## src/rtl/multicycle_ctrl.sv

```systemverilog
// Multicycle MIPS-style control unit: Moore FSM sequencing fetch, decode, memory, ALU and writeback.
// Optional memory wait states are enabled by defining MULTICYCLE_MEM_WAIT_EN.
module multicycle_ctrl (
    input  logic       clk,
    input  logic       rst,
    input  logic [5:0] opcode,
    input  logic       mem_ready,
    output logic       pc_write,
    output logic       pc_write_cond,
    output logic [1:0] pc_source,
    output logic       i_or_d,
    output logic       mem_read,
    output logic       mem_write,
    output logic       ir_write,
    output logic       reg_dst,
    output logic       mem_2_reg,
    output logic       reg_write,
    output logic       alu_src_a,
    output logic [1:0] alu_src_b,
    output logic [1:0] alu_op,
    output logic [3:0] state,
    output logic       illegal_op
);

    typedef enum logic [3:0] {
        FETCH    = 4'd0,
        DECODE   = 4'd1,
        MEM_ADDR = 4'd2,
        MEM_RD   = 4'd3,
        MEM_WB   = 4'd4,
        MEM_WR   = 4'd5,
        EXEC     = 4'd6,
        R_WB     = 4'd7,
        BRANCH   = 4'd8,
        JUMP     = 4'd9,
        ADDI_EX  = 4'd10,
        ADDI_WB  = 4'd11
    } state_t;

    localparam logic [5:0] OP_RTYPE = 6'h00;
    localparam logic [5:0] OP_LW    = 6'h23;
    localparam logic [5:0] OP_SW    = 6'h2B;
    localparam logic [5:0] OP_BEQ   = 6'h04;
    localparam logic [5:0] OP_J     = 6'h02;
    localparam logic [5:0] OP_ADDI  = 6'h08;

    state_t state_r;
    logic   ready_s;

`ifdef MULTICYCLE_MEM_WAIT_EN
    assign ready_s = mem_ready;
`else
    // Zero-wait memory: every memory access completes in its first cycle.
    logic unused_ready_s;
    assign ready_s        = 1'b1;
    assign unused_ready_s = mem_ready;
`endif

    // State register and next-state sequencing; unused codes recover to FETCH.
    always_ff @(posedge clk) begin
        if (rst) begin
            state_r <= FETCH;
        end else begin
            case (state_r)
                FETCH:    state_r <= ready_s ? DECODE : FETCH;
                DECODE: begin
                    case (opcode)
                        OP_LW, OP_SW: state_r <= MEM_ADDR;
                        OP_RTYPE:     state_r <= EXEC;
                        OP_BEQ:       state_r <= BRANCH;
                        OP_J:         state_r <= JUMP;
                        OP_ADDI:      state_r <= ADDI_EX;
                        default:      state_r <= FETCH;
                    endcase
                end
                MEM_ADDR: state_r <= (opcode == OP_LW) ? MEM_RD : MEM_WR;
                MEM_RD:   state_r <= ready_s ? MEM_WB : MEM_RD;
                MEM_WB:   state_r <= FETCH;
                MEM_WR:   state_r <= ready_s ? FETCH : MEM_WR;
                EXEC:     state_r <= R_WB;
                R_WB:     state_r <= FETCH;
                BRANCH:   state_r <= FETCH;
                JUMP:     state_r <= FETCH;
                ADDI_EX:  state_r <= ADDI_WB;
                ADDI_WB:  state_r <= FETCH;
                default:  state_r <= FETCH;
            endcase
        end
    end

    // Output decode from the current state; reset forces every output low immediately.
    always_comb begin
        pc_write      = 1'b0;
        pc_write_cond = 1'b0;
        pc_source     = 2'b00;
        i_or_d        = 1'b0;
        mem_read      = 1'b0;
        mem_write     = 1'b0;
        ir_write      = 1'b0;
        reg_dst       = 1'b0;
        mem_2_reg     = 1'b0;
        reg_write     = 1'b0;
        alu_src_a     = 1'b0;
        alu_src_b     = 2'b00;
        alu_op        = 2'b00;
        illegal_op    = 1'b0;
        state         = 4'd0;
        if (rst) begin
            state = 4'd0;
        end else begin
            state = state_r;
            case (state_r)
                FETCH: begin
                    mem_read  = 1'b1;
                    alu_src_b = 2'b01;
                    ir_write  = ready_s;
                    pc_write  = ready_s;
                end
                DECODE: begin
                    alu_src_b = 2'b11;
                    case (opcode)
                        OP_LW, OP_SW, OP_RTYPE, OP_BEQ, OP_J, OP_ADDI: illegal_op = 1'b0;
                        default:                                       illegal_op = 1'b1;
                    endcase
                end
                MEM_ADDR, ADDI_EX: begin
                    alu_src_a = 1'b1;
                    alu_src_b = 2'b10;
                end
                MEM_RD: begin
                    mem_read = 1'b1;
                    i_or_d   = 1'b1;
                end
                MEM_WB: begin
                    reg_write = 1'b1;
                    mem_2_reg = 1'b1;
                end
                MEM_WR: begin
                    mem_write = 1'b1;
                    i_or_d    = 1'b1;
                end
                EXEC: begin
                    alu_src_a = 1'b1;
                    alu_op    = 2'b10;
                end
                R_WB: begin
                    reg_write = 1'b1;
                    reg_dst   = 1'b1;
                end
                BRANCH: begin
                    alu_src_a     = 1'b1;
                    alu_op        = 2'b01;
                    pc_write_cond = 1'b1;
                    pc_source     = 2'b01;
                end
                JUMP: begin
                    pc_write  = 1'b1;
                    pc_source = 2'b10;
                end
                ADDI_WB: begin
                    reg_write = 1'b1;
                end
                default: begin
                    state = state_r;
                end
            endcase
        end
    end

endmodule
```

## config.mk

```make
export PLATFORM = sky130hd
export DESIGN_NAME = multicycle_ctrl
export DESIGN_NICKNAME = d
export VERILOG_FILES = /design/src/rtl/multicycle_ctrl.sv
export SDC_FILE = /design/constraint.sdc
export NUM_CORES = 1
export LEC_CHECK = 0
export BUFFER_PORTS_ARGS = -buffer_cell sky130_fd_sc_hd__buf_2
export CAP_MARGIN = 20
export CORE_AREA = 2 2 39 41
export CTS_BUF_LIST = sky130_fd_sc_hd__clkbuf_16
export CTS_CLUSTER_DIAMETER = 200
export DETAILED_ROUTE_END_ITERATION = 16
export DIE_AREA = 0 0 41 43
export HOLD_SLACK_MARGIN = 0.12
export PLACE_DENSITY_LB_ADDON = 0.1
export SLEW_MARGIN = 15
export SYNTH_ARGS = -nofsm -noshare
export SYNTH_HDL_FRONTEND = slang
export SYNTH_SLANG_ARGS = --single-unit
```

## constraint.sdc

```tcl
create_clock -name clk -period 2.7 [get_ports clk]
set_input_delay 0.135 -clock clk [delete_from_list [all_inputs] [get_ports clk]]
set_output_delay 0.135 -clock clk [all_outputs]
set_load 0.02 [all_outputs]
```

==> flow_summary.yaml <==
logic_synthesis:
  ys_ff_latch: 4
  ys.warnings.count: 0
  yosysTopAreaCellShare: 0.154
  yosysSeqAreaShare: 0.154
  syn_inst: 72
  synthTopCellsByCount: "nor3_1, nor4_1"
  synthArstFlopShare: 0
  synth_area_per_cell_um2: 7.21
  ys.flop_type: "dfxtp_1"
  netlist_area_um2: 519
  synth_edf_count: 0
  synth_most_common_cell: "nor3_1"
  synth_area_leader_cell: "dfxtp_1"
  synth_cell_types: 33
  synth_nets: 81
  synth_area_leaders: "dfxtp_1, nor3_1, nor4_1, a211oi_1, nand4b_1"
power:
  p_per_area_nw_per_um2: 491
  p_total_uw: 350
  ir_drop_v: 0.000715
  leakagePower_nw: 0.329
die:
  fp.dieW_um: 41
  die_h_um: 43
  dieArea_um2: 1760
  io_pins: 30
  core_area_um2: 1380
  start_util: 0.375
  num_rows: 14
critical_path:
  endpoint_kind: "output port"
  crit_start: "state_r[2]"
  reg2reg_from: "state_r[2]"
  reg2reg_slack_ns: 1.21
  critPathArrivalTime_ns: 1.80
  crit_fanout: 14
  cp.required_ns: 2.57
  worstPathCellList: "or3_4 > or2_4 > a221oi_1 > buf_2"
  rr_worst_depth: 3
  cp_slowest_cell: "or3_4"
  start_kind: "register"
  r2r_end: "state_r[3]"
  cp_slowest_stage_delay_ns: 0.46
  crit_end: "illegal_op"
  critPathKind: "register to output port"
global_route:
  grt_max_degree: 17
  grt_overflow_total: 0
  grt_pass1_vias: 446
  antenna_found_initial: 0
  grt_pass1_wl_um: 1950
  grt_use_total: 0.157
timing:
  fin_tns_setup_ns: 0
  finalSetupViolCount: 0
  fmax_mhz: 517
  slew_headroom: 0.677
  hold_viol_final: 0
  worst_slew_pin_slew_ns: 0.484
  slew_viol_final: 0
  finClkSkew_ns: 0.00320
  period_share: 0.717
  fin_crit_ns: 1.94
  rsz0062_at_grt: "no"
final_layout:
  insertedDiodeCount: 0
  num-nets-final: 106
  drive_gt1_frac: 0.358
  top_register: "state_r"
  reg_top3: "state_r: 4 flops"
  largest_reg_flops: 4
  final_util: 0.515
  area_growth_pct: 37.3
  regArea_um2: 80.1
  multi_input_area_um2: 387
  finalInstanceArea_um2: 713
  final_cells: 111
  nFillCells: 141
drt:
  wire_per_inst_um: 11.9
  drt_iter0_markers: 7
  routed_wl_um: 1320
  vias: 604
  first_pass_iters: 4
  drc: 0
  ant_nets: 0
  viasPerCell: 5.44
clock_tree:
  cts_max_path_buffers: 2
  htreeDepth: 1
  cts_setup_buffers: 0
  ctsHoldBuffers: 0
  cts_resized: 0
  cts_tree: "built"
  cts-buffers-inserted: 3
  cts.sinks: 4
  root_buffer: "clkbuf_16"
  path_clk_slew_ns: 0.03
  insertion_delay_ns: 0.22
min_path:
  hold_path_class: "input pin to register"
placement:
  dpl.cell_count: 108
  portBuffers: 28
  place_area_um2: 638
  gp_congestion: 0.757
outcome:
  outcome: "finished, final reports clean"
job:
  maxCapViolations: 0
worst min-delay path by stage:
stage / startpoint / to / slack [ns] / depth (start not counted)
floorplan: opcode[1] / state_r[0] / 0.31 / 2
global placement: opcode[1] / state_r[0] / 0.49 / 3
detailed placement: opcode[1] / state_r[0] / 0.49 / 3
CTS: opcode[1] / state_r[0] / 0.26 / 3
global route: opcode[1] / state_r[0] / 0.29 / 3
finish: opcode[1] / state_r[0] / 0.26 / 3
worst max-delay path, delay by kind of cell, from the launching register on:
| kind | cells | cell delay (ns) |
|---|---|---|
| flip-flops | 1 | 0.43 |
| AND/OR/NAND/NOR | 2 | 0.74 |
| AO/OA/AOI/OAI | 1 | 0.20 |
| buffers and inverters | 1 | 0.21 |
logic make-up (layout without fill, tap and decap cells):
logic type               Yosys count  count (layout)  synth area share
XOR/XNOR                           3               3            0.0506
adder cells (fa/ha/maj)            1               1            0.0193
flip-flops                         4               4             0.154
AO/OA/AOI/OAI                     16              16             0.222
buffers and inverters             11              34             0.101
AND/OR/NAND/NOR                   37              37             0.453
layout make-up:
| cell class | instances | share of cell area |
|---|---|---|
| Clock buffer | 3 | 0.105 |
| Multi-Input combinational cell | 57 | 0.542 |
| Sequential cell | 4 | 0.112 |
| Inverter | 3 | 0.0158 |
| Timing Repair Buffer | 28 | 0.196 |
| Tap cell | 16 | 0.0281 |
routing by layer:
metal	part of all wire	GRT usage
met1	0.50	0.219
met2	0.43	0.238
met3	0.077	0.0628
met4	0	0
met5	0	0
cells in the final DEF (no fill, tap or decap), types with 2 or more instances in the layout:
cell,n
a211o_1,2
a211oi_1,4
buf_2,28
clkbuf_16,3
dfxtp_1,4
inv_1,3
nand2b_1,4
nand4b_1,3
nor2_1,4
nor2b_1,2
nor3_1,9
nor4_1,5
o21ai_0,4
xor2_1,2
power breakdown:
group          total [mW]  leakage [nW]  switching (mW)  internal [mW]
Clock               0.225        0.0370          0.0367          0.189
Sequential         0.0668        0.0326         0.00560         0.0612
Combinational      0.0579         0.260          0.0356         0.0224
metrics by stage:
stage	worst slack (ns)	hold slack, ns
finish	0.765	0.259
global placement	0.993	0.487
global route	0.639	0.288
detailed placement	1.01	0.489
floorplan	0.911	0.308
CTS	0.762	0.257
(Power assumes the default switching activity.)
